===== config.mk =====
export PLATFORM = sky130hd
export DESIGN_NAME = mc_state_sequencer
export DESIGN_NICKNAME = d
export VERILOG_FILES = /design/src/rtl/mc_state_sequencer.sv
export SDC_FILE = /design/constraint.sdc
export NUM_CORES = 1
export LEC_CHECK = 0
export CAP_MARGIN = 0
export CORE_MARGIN = 5
export CORE_UTILIZATION = 51
export DETAILED_ROUTE_END_ITERATION = 16
export GPL_TIMING_DRIVEN = 0
export PLACE_DENSITY = 0.87
export SYNTH_ARGS = -nofsm -noshare
export SYNTH_HDL_FRONTEND = slang
export SYNTH_SLANG_ARGS = --single-unit

===== constraint.sdc =====
create_clock -name clk -period 2.4 [get_ports clk]
set_input_delay 0.36 -clock clk [delete_from_list [all_inputs] [get_ports clk]]
set_output_delay 0.36 -clock clk [all_outputs]
set_load 0.01 [all_outputs]

===== src/rtl/mc_state_sequencer.sv =====
// Next-state sequencer for the multi-cycle MIPS datapath, with retire pulse, retired-instruction count and trap/halt flags.
// Optional feature macro: ILLEGAL_TRAP_EN (illegal opcode traps to HALT instead of retiring as a NOP).
module mc_state_sequencer #(
    parameter int COUNT_W = 32,
    parameter int TIMEOUT = 255
) (
    input  logic               clk,
    input  logic               rst_n,
    input  logic [5:0]         opcode,
    input  logic               mem_ready,
    output logic [3:0]         current_state,
    output logic               instr_done,
    output logic [COUNT_W-1:0] instr_count,
    output logic               illegal,
    output logic               halted
);

    typedef enum logic [3:0] {
        S_FETCH    = 4'd0,
        S_DECODE   = 4'd1,
        S_MEMADDR  = 4'd2,
        S_MEMREAD  = 4'd3,
        S_MEMWB    = 4'd4,
        S_MEMWRITE = 4'd5,
        S_EXEC     = 4'd6,
        S_RWB      = 4'd7,
        S_BRANCH   = 4'd8,
        S_JUMP     = 4'd9,
        S_HALT     = 4'd15
    } state_t;

    localparam logic [5:0] OP_R   = 6'b000000;
    localparam logic [5:0] OP_LW  = 6'b100011;
    localparam logic [5:0] OP_SW  = 6'b101011;
    localparam logic [5:0] OP_BEQ = 6'b000100;
    localparam logic [5:0] OP_J   = 6'b000010;

    localparam int              WAIT_W    = (TIMEOUT < 2) ? 1 : $clog2(TIMEOUT + 1);
    localparam logic [WAIT_W-1:0] WAIT_LAST = WAIT_W'(TIMEOUT - 1);

    // Handshake: mem_ready is sampled only in MEMREAD/MEMWRITE; a high sample on a
    // rising edge completes the access and advances the state, low keeps waiting.
    state_t              r_state;
    state_t              w_next;
    logic [WAIT_W-1:0]   r_wait;
    logic                r_done;
    logic [COUNT_W-1:0]  r_count;
    logic                r_illegal;
    logic                r_halted;
    logic                w_retire;
    logic                w_set_illegal;
    logic                w_wait_clr;
    logic                w_wait_inc;
    logic                w_timeout;

    always_ff @(posedge clk or negedge rst_n) begin
        if (!rst_n) begin
            r_state   <= S_FETCH;
            r_wait    <= '0;
            r_done    <= 1'b0;
            r_count   <= '0;
            r_illegal <= 1'b0;
            r_halted  <= 1'b0;
        end else begin
            r_state   <= w_next;
            r_done    <= w_retire;
            r_illegal <= r_illegal | w_set_illegal;
            r_halted  <= r_halted | (w_next == S_HALT);
            if (w_retire)
                r_count <= r_count + COUNT_W'(1);
            if (w_wait_clr)
                r_wait <= '0;
            else if (w_wait_inc)
                r_wait <= r_wait + WAIT_W'(1);
        end
    end

    always_comb begin
        w_next        = r_state;
        w_retire      = 1'b0;
        w_set_illegal = 1'b0;
        w_wait_clr    = 1'b0;
        w_wait_inc    = 1'b0;
        // Last permitted wait cycle; a simultaneous mem_ready still wins.
        w_timeout     = (TIMEOUT > 0) && (r_wait == WAIT_LAST);
        case (r_state)
            S_FETCH:  w_next = S_DECODE;
            S_DECODE: begin
                case (opcode)
                    OP_R:         w_next = S_EXEC;
                    OP_LW, OP_SW: w_next = S_MEMADDR;
                    OP_BEQ:       w_next = S_BRANCH;
                    OP_J:         w_next = S_JUMP;
                    default: begin
                        w_set_illegal = 1'b1;
`ifdef ILLEGAL_TRAP_EN
                        w_next        = S_HALT;
`else
                        // PC already advanced in FETCH, so retire as a NOP.
                        w_next        = S_FETCH;
                        w_retire      = 1'b1;
`endif
                    end
                endcase
            end
            S_MEMADDR: begin
                w_wait_clr = 1'b1;
                w_next     = (opcode == OP_SW) ? S_MEMWRITE : S_MEMREAD;
            end
            S_MEMREAD: begin
                if (mem_ready)
                    w_next = S_MEMWB;
                else if (w_timeout)
                    w_next = S_HALT;
                else
                    w_wait_inc = 1'b1;
            end
            S_MEMWRITE: begin
                if (mem_ready) begin
                    w_next   = S_FETCH;
                    w_retire = 1'b1;
                end else if (w_timeout) begin
                    w_next = S_HALT;
                end else begin
                    w_wait_inc = 1'b1;
                end
            end
            S_EXEC: w_next = S_RWB;
            S_MEMWB, S_RWB, S_BRANCH, S_JUMP: begin
                w_next   = S_FETCH;
                w_retire = 1'b1;
            end
            S_HALT: w_next = S_HALT;
            default: begin
                w_next        = S_HALT;
                w_set_illegal = 1'b1;
            end
        endcase
    end

    assign current_state = r_state;
    assign instr_done    = r_done;
    assign instr_count   = r_count;
    assign illegal       = r_illegal;
    assign halted        = r_halted;

endmodule


# Word-level counts from Yosys, hierarchy flattened
# Cells that the tools add are included.
[totals] inputBits=9 regBits=47 output_inout_bits=39
[classes] n_reduce_logical=8 add_sub_neg=2 n_mux=16 bitwise_logic=2 eq_ne=16
[op_table] operator="$add 32x1->32 const B" count=1
[op_table] operator="$pmux 4 s7" count=1
[op_table] operator="$eq 4x3->1 const B" count=4
[op_table] operator="$eq 4x4->1 const B" count=4
[op_table] operator="$mux 8" count=2
[op_table] operator="$pmux 4 s4" count=1
[op_table] operator="$eq 6x6->1 const B" count=2
[op_table] operator="$mux 4" count=3
[op_table] operator="$reduce_or 10->1" count=1
[op_table] operator="$add 8x1->8 const B" count=1
[op_table] operator="$eq 4x2->1 const B" count=2
[op_table] operator="$eq 8x8->1 const B" count=1
[op_table] operator="$eq 6x2->1 const B" count=1
[op_table] operator="$eq 6x3->1 const B" count=1
[op_table] operator="$logic_not 6->1" count=1
[op_table] operator="$mux 1" count=6
[op_table] operator="$reduce_or 5->1" count=1
[op_table] operator="$eq 4x1->1 const B" count=1
[op_table] operator="$logic_not 4->1" count=1
[op_table] operator="$reduce_or 2->1" count=2
[op_table] operator="$reduce_or 4->1" count=1
[op_table] operator="$mux 3" count=1
[op_table] operator="$pmux 1 s3" count=1
[op_table] operator="$or 1x1->1" count=2
[op_table] operator="2 further kinds" count=2

# Depth between registers and ports, before layout
# Gate-level depths: netlist (run 1).
[depth] depth_word=6 ltp_mapped=7 ltp_nobuf=6

# Least setup slack after synthesis (run 1)
# Ideal clock, no wire load.
[synth_timing] path_kind="register to register" startpoint="register r_state[2], in the netlist current_state[2]" endpoint="register r_count[25], in the netlist instr_count[25]" setup_time_ps=79 slack_ps=412 path_stages_with_launch=8 t_required_ps=2321 synth_period_minus_slack_ps=1988 t_arrival_ps=1909 n_path_buf=2 cell_sequence="dfrtp_1 -> buf_6 -> or4b_4 -> clkinv_2 -> a31oi_4 -> buf_6 -> nor4_1 -> xor2_1"
[synth_between] elab_chain_len=3 word_cells_on_any_way=8
[synth_lines] item="from (decl)" line_no="43" source="state_t r_state;"
[synth_lines] item="from (signal assigned)" line_no="65" source="r_state <= w_next;"
[synth_lines] item="$eq 4x3->1 or $eq 4x4->1 (tied branches)" line_no="86" source="case (r_state)"
[synth_lines] item="$reduce_or 4->1" line_no="86"
[synth_lines] item="$pmux 1 s3 *" line_no="86"
[synth_lines] item="to (signal assigned)" line_no="70" source="r_count <= r_count + COUNT_W'(1);"
[synth_lines] item="to (decl)" line_no="47" source="logic [COUNT_W-1:0] r_count;"
# Every way passes the cells marked *; elsewhere a longest branch is shown, timed or not.
# A chain may end at the register's enable or synchronous reset.

# Final worst setup path (run 1)
[layout_timing] startpoint="input opcode[3]" endpoint="register r_count[13], in the netlist instr_count[13]"
[layout_between] elab_chain_len=4 word_cells_on_any_way=8
[layout_lines] item="from (decl)" line_no="9" source="input logic [5:0] opcode,"
[layout_lines] item="$eq 6x6->1, or another cell as far along" line_no="89" source="case (opcode)"
[layout_lines] item="$reduce_or 5->1 (no line) *"
[layout_lines] item="$mux 1 *" line_no="89"
[layout_lines] item="$pmux 1 s3 *" line_no="86"
# Marks and branches as above.

==> results.toml, run 1 <==
[run_status]
status = "complete, no violations"

[yosys]
syn_nets = 246
ys_warn_count = 0
synth-seq-area-share = 0.490
ys_seq_elements = 47
synthCells = 234
syn_avg_cell_area_um2 = 10.3
syn_area_um2 = 2400
yosysUniqueCellTypes = 39

[placement]
dpl_cell_area_um2 = 2950
io_buffers = 47
gp_congestion = 0.850
dp_hpwl_um = 3950

[floorplan]
die_y_um = 78.6
initial_utilization = 0.518
rows = 25
pin_count = 48
fp.dieW_um = 78.6
dieArea_um2 = 6180
coreArea_um2 = 4630

[clocking]
numCtsBuffers = 5
cts.sinks = 47
ctsResizeCount = 0
clkLatencyLatePin_ns = 0.30
cts.clk_slew.worst_paths_ns = 0.09
ctsLongestPathBuffers = 2
cts_tree = "done"
clockRootBuffer = "clkbuf_8"
h-tree-depth = 2

[worst_setup_path]
crit_path_end_kind = "flip-flop"
crit_chain = "clkdlybuf4s50_1, nor3_1, nand3b_1, a31oi_4, buf_2, nor2_1, xor2_1"
path_class = "in2reg"
worstPathRequired_ns = 2.58
critPathTopFamily = "buffers and inverters"
crit_path_top_delay_cell = "clkdlybuf4s50_1"
worst_setup_path_startpoint = "opcode[3]"
timing.rr.start = "current_state[1]"
cp_num_buf_inv = 2
crit_fanout = 10
critical-path-max-stage-delay_ns = 0.48
cp-start-kind = "input pin"
cp.arrival_ns = 2.39

[layout]
area_growth_pct = 28.4
nFillCells = 361
final_cell_area_um2 = 3080
antenna_cells = 0
seq_area_um2 = 1180
nets = 302
drive_gt1_frac = 0.0722
multi_input_area_um2 = 1160

[sta]
max_slew_margin = 0.644
fin_skew_ns = 0.00921
hold_viol_final = 0
slew_viol_final = 0
worst_pin_slew_ns = 0.529
timing.hold.ws_ns = 0.477
timing.fmax_ghz = 0.453
finalSetupTns_ns = 0
min_period_over_period = 0.919
rsz0062_at_grt = "false"
report.final.setup_viol = 0
period_needed_ns = 2.21

[power]
power_leakage_nw = 1.20
power_density_nw_per_um2 = 861
ir_worst_vdd_mv = 0.541

[hold_path]
hp-start = "halted"
hold_path.class = "reg2reg"

[global_routing]
grt_overflow_total = 0
grt_pass1_wl_um = 9400
grt_use_total = 0.189
grt_max_degree = 32
grt_antenna_before_repair = 0
grt_pass1_vias = 2091

[drt]
drtIter0Drc = 99
drt_first_pass_iters = 4
via_per_inst = 5.87
ant_nets = 0
drc = 0
vias = 2026
wl_per_cell_um = 15.8
wl_um = 5450

[run]
max_cap_viol_count = 0
## worst paths after layout
check | end | slack (ns) | cells after the start
worst max register to register | instr_count[27] | 0.25 | 7
min in group asynchronous | current_state[1] | 0.51 | 2
worst min-delay path | halted | 0.48 | 1
worst max-delay path | instr_count[13] | 0.19 | 7
max in group asynchronous | instr_count[16] | 1.39 | 3
worst min register to register | halted | 0.48 | 1
## registers in the layout, indices dropped and copies added, names as in the netlist
name           cells
instr_count       32
current_state      4
illegal            1
instr_done         1
halted             1
r_wait             8
## synth_stat cells
cell type / instances / share of area
dfrtp_1: 47 / 0.49
xor2_1: 29 / 0.11
nor2_1: 19 / 0.030
nand4_1: 17 / 0.044
nand2_1: 15 / 0.023
nand3_1: 15 / 0.031
nor3_1: 12 / 0.025
xnor2_1: 10 / 0.036
nor4_1: 8 / 0.021
o21ai_0: 8 / 0.017
and3_1: 5 / 0.013
inv_1: 4 / 0.0063
nor3b_1: 4 / 0.013
nor4b_1: 4 / 0.015
clkbuf_1: 3 / 0.0047
ha_1: 3 / 0.016
nand2b_1: 3 / 0.0078
a31oi_1: 2 / 0.0052
a41oi_1: 2 / 0.0073
and4_1: 2 / 0.0073
buf_2: 2 / 0.0042
buf_6: 2 / 0.0094
o32ai_1: 2 / 0.0073
a21oi_1: 1 / 0.0021
a31oi_4: 1 / 0.0089
and2_1: 1 / 0.0026
and2b_1: 1 / 0.0031
clkinv_2: 1 / 0.0021
mux2_2: 1 / 0.0047
mux2i_1: 1 / 0.0042
nand3b_1: 1 / 0.0031
nor4_2: 1 / 0.0052
o2111ai_1: 1 / 0.0037
o21a_1: 1 / 0.0031
o21ai_2: 1 / 0.0037
o221ai_1: 1 / 0.0037
or2_2: 1 / 0.0026
or3_1: 1 / 0.0026
or4b_4: 1 / 0.0057
## through the flow
step	worst slack (ns)	cells	power, W	util
3_5_place_dp	-0.0773	336	0.00205	0.638
6_report	0.195	345	0.00265	0.665
3_3_place_gp	-0.309	335	0.00203	0.635
5_1_grt	0.0295	345	0.00282	0.665
2_1_floorplan	0.412	234	0.00166	-
4_1_cts	0.231	345	0.00267	0.665
## worst reg2reg max path, delay by kind of cell, from the launching register on
kind	cells	cell delay (ns)
DFF	1	0.40
buffers and inverters	2	0.38
and+or+nand+nor	2	0.55
xor gates and xnor gates	1	0.19
AOI/OAI and AO/OA	2	0.56
## logic make-up (layout without fill, tap and decap cells)
family | Yosys count | after routing | synth area share
multiplexers | 2 | 2 | 0.00886
flip-flops | 47 | 47 | 0.490
buffers and inverters | 12 | 69 | 0.0266
XOR/XNOR | 39 | 39 | 0.142
AND/OR/NAND/NOR | 111 | 111 | 0.255
adder cells (fa/ha/maj) | 3 | 3 | 0.0156
AO/OA/AOI/OAI | 20 | 20 | 0.0615
## cell usage in the layout (no fill, tap or decap), types with 3 or more instances in the layout
cell | synthesis | final
dfrtp_1 | 47 | 47
clkdlybuf4s50_1 | 0 | 46
xor2_1 | 29 | 29
nor2_1 | 19 | 19
nand4_1 | 17 | 17
nand2_1 | 15 | 15
nand3_1 | 15 | 15
nor3_1 | 12 | 12
xnor2_1 | 10 | 10
nor4_1 | 8 | 8
o21ai_0 | 8 | 8
clkbuf_8 | 0 | 6
and3_1 | 5 | 5
inv_1 | 4 | 4
nor3b_1 | 4 | 4
nor4b_1 | 4 | 4
buf_2 | 2 | 3
clkbuf_1 | 3 | 3
nand2b_1 | 3 | 3
ha_1 | 3 | 3
## where the power goes
group          switching [W]  internal (W)  leakage, nW  total, W
registers           0.000214      0.000951        0.547   0.00117
logic               0.000442      0.000445        0.594  0.000887
clock network       0.000261      0.000337       0.0612  0.000599
total               0.000917       0.00173         1.20   0.00265
## metal layers
layer | GRT usage | vias up | part of all wire
met5 | 0 | - | 0
met4 | 0.0857 | 0 | 0.022
met3 | 0.0436 | 20 | 0.055
met2 | 0.305 | 76 | 0.48
met1 | 0.240 | 973 | 0.44
li1 | - | 957 | -
## area by class of cell
cell class	instances	share of cell area
Timing Repair Buffer	49	0.161
Sequential cell	47	0.382
Clock inverter	2	0.0114
Buffer	7	0.0142
Tap cell	54	0.0219
Clock buffer	6	0.0268
Multi-Input combinational cell	175	0.377
Inverter	5	0.00650
## repair_timing
action / in CTS / in global routing
setup endpoints to repair: 0 / 0
hold endpoints to repair: 16 / 0
buffers inserted: 0 / 0
hold buffers: 1 / 0
No activity file was read; power rests on OpenSTA's default activity.
==> run 2, diff against run 1 <==
--- a/config.mk
+++ b/config.mk
@@ -5,7 +5,7 @@
 export SDC_FILE = /design/constraint.sdc
 export NUM_CORES = 1
 export LEC_CHECK = 0
-export CAP_MARGIN = 0
+export CAP_MARGIN = 20
 export CORE_MARGIN = 5
 export CORE_UTILIZATION = 51
 export DETAILED_ROUTE_END_ITERATION = 16
==> results of run 2 <==
No change in the layout: final DEF, timing and power equal those of run 1.
==> run 3, diff against run 2 <==
--- a/config.mk
+++ b/config.mk
@@ -7,10 +7,10 @@
 export LEC_CHECK = 0
 export CAP_MARGIN = 20
 export CORE_MARGIN = 5
-export CORE_UTILIZATION = 51
+export CORE_UTILIZATION = 40
 export DETAILED_ROUTE_END_ITERATION = 16
 export GPL_TIMING_DRIVEN = 0
-export PLACE_DENSITY = 0.87
+export PLACE_DENSITY = 0.73
 export SYNTH_ARGS = -nofsm -noshare
 export SYNTH_HDL_FRONTEND = slang
 export SYNTH_SLANG_ARGS = --single-unit
==> constraint.sdc (replaced) <==
create_clock -name clk -period 2.1 [get_ports clk]
set_input_delay 0.315 -clock clk [delete_from_list [all_inputs] [get_ports clk]]
set_output_delay 0.315 -clock clk [all_outputs]
set_load 0.01 [all_outputs]
==> results.toml, run 3 (same netlist as run 1, synthesis figures left out) <==
[placement]
io_buffers = 47
gp_congestion = 0.873
dp_hpwl_um = 3900
dp_worst_setup_slack_ns = -0.325

[power]
power_density_nw_per_um2 = 923
power_leakage_nw = 1.25
ir_worst_vdd_mv = 0.708

[drt]
ant_nets = 0
met2_length_um = 2690
via_per_inst = 5.49
wl_um = 5590
drtIter0Drc = 72
vias = 2038
wl_met1_um = 2550
drt_first_pass_iters = 4
met3_length_um = 310
wl_per_cell_um = 15.1
top_layer_used = "met4"
drc = 0

[worst_setup_path]
cp.arrival_ns = 2.28
crit_fanout = 10
cp-start-kind = "flip-flop"
worstPathRequired_ns = 2.32
path_class = "reg2reg"
crit_path_end_kind = "flip-flop"

[clocking]
cts_tree = "done"
clkLatencyLatePin_ns = 0.29
h-tree-depth = 2
clockRootBuffer = "clkbuf_8"
cts.clk_slew.worst_paths_ns = 0.08
ctsLongestPathBuffers = 2
numCtsBuffers = 5
cts.sinks = 47

[layout]
nFillCells = 534
drive_gt1_frac = 0.122
area_growth_pct = 33.6
antenna_cells = 0
most-common-layout-cells = "dfrtp_1 (46), clkdlybuf4s50_1 (46), xor2_1 (29), nor2_1 (18), nand4_1 (17)"
largest_reg_flops = 32
nets = 307

[global_routing]
grt_use_total = 0.152
grt_antenna_before_repair = 0
grt_max_degree = 31
grt_pass1_vias = 1940
grt_overflow_total = 0
grt_pass1_wl_um = 9260

[floorplan]
die_y_um = 87.5
dieArea_um2 = 7650
initial_utilization = 0.408
pin_count = 48
fp.dieW_um = 87.5
rows = 28
coreArea_um2 = 5890

[sta]
period_needed_ns = 2.05
worst_pin_slew_ns = 0.505
hold_viol_final = 0
worst_slack_ns = 0.0451
report.final.setup_viol = 0
slew_viol_final = 0
timing.hold.ws_ns = 0.471
max_slew_margin = 0.661
rsz0062_at_grt = "true"
min_period_over_period = 0.979
fin_skew_ns = 0.00298
timing.fmax_ghz = 0.487

[run_status]
status = "complete, no violations"

[hold_path]
hold_path.class = "reg2reg"

[run]
max_cap_viol_count = 0
[run 3: changes by cell type in the layout (fill, tap and decap cells not counted), sizes merged]
cell,before,now
buf,6,11
bufinv,1,0
clkbuf,9,10
clkinv,2,1
inv,4,5
[run 3: worst max-delay path, cell delays in order (launching register included)]
cell and delay [ns]:
dfrtp_1 0.40, buf_6 0.14, or4b_4 0.53, inv_4 0.09, a31oi_4 0.14, buf_4 0.22
nor4b_2 0.30, xor2_1 0.17
[run 3: layer usage]
metal / up-vias / GRT usage
met5: - / 0
met4: 0 / 0.0418
met3: 6 / 0.0435
met2: 56 / 0.249
met1: 1011 / 0.197
li1: 965 / -
[run 3: layout make-up]
cell class | count | area, um2 | area share
multi-input combinational | 175 | 1260 | 0.392
clock buffer | 7 | 76.3 | 0.0238
sequential | 47 | 1180 | 0.367
clock inverter | 1 | 5.00 | 0.00156
buffer | 7 | 43.8 | 0.0137
tap | 75 | 93.8 | 0.0293
timing repair buffer | 54 | 531 | 0.165
inverter | 5 | 21.3 | 0.00664
[run 3: power by group]
part	internal, W	switching, W
Sequential	0.00109	0.000232
Clock	0.000234	0.000291
Combinational	0.000539	0.000574
Total	0.00186	0.00110
[run 3: per-stage QoR]
step                TNS, ns   util  total power (W)  std cells  instance area, um2
floorplan                 0      -          0.00189        234                2400
global placement     -37.80  0.504          0.00234        356                2960
detailed placement    -6.78  0.506          0.00236        357                2980
CTS                       0  0.527          0.00293        368                3100
global route        -0.0653  0.545          0.00317        371                3210
finish                    0  0.545          0.00296        371                3210
[run 3: repair_timing]
action                                  CTS  global route
pin swaps                                 2             4
gates resized for setup                   3            14
setup buffers                             2             2
hold buffers                              1             0
endpoints found under the hold margin    17             0
cloned                                    0             1
endpoints found under the setup margin    9            23
[run 3: path summary, 6_finish.rpt]
kind | end | startpoint | slack [ns] | cells past startpoint
max | instr_count[28] | current_state[2] | 0.05 | 7
min | instr_count[31] | instr_count[31] | 0.47 | 1
max reg2reg | instr_count[28] | current_state[2] | 0.05 | 7
min reg2reg | instr_count[31] | instr_count[31] | 0.47 | 1
max in group asynchronous | instr_count[29] | rst_n | 1.08 | 3
min in group asynchronous | current_state[0] | rst_n | 0.50 | 2
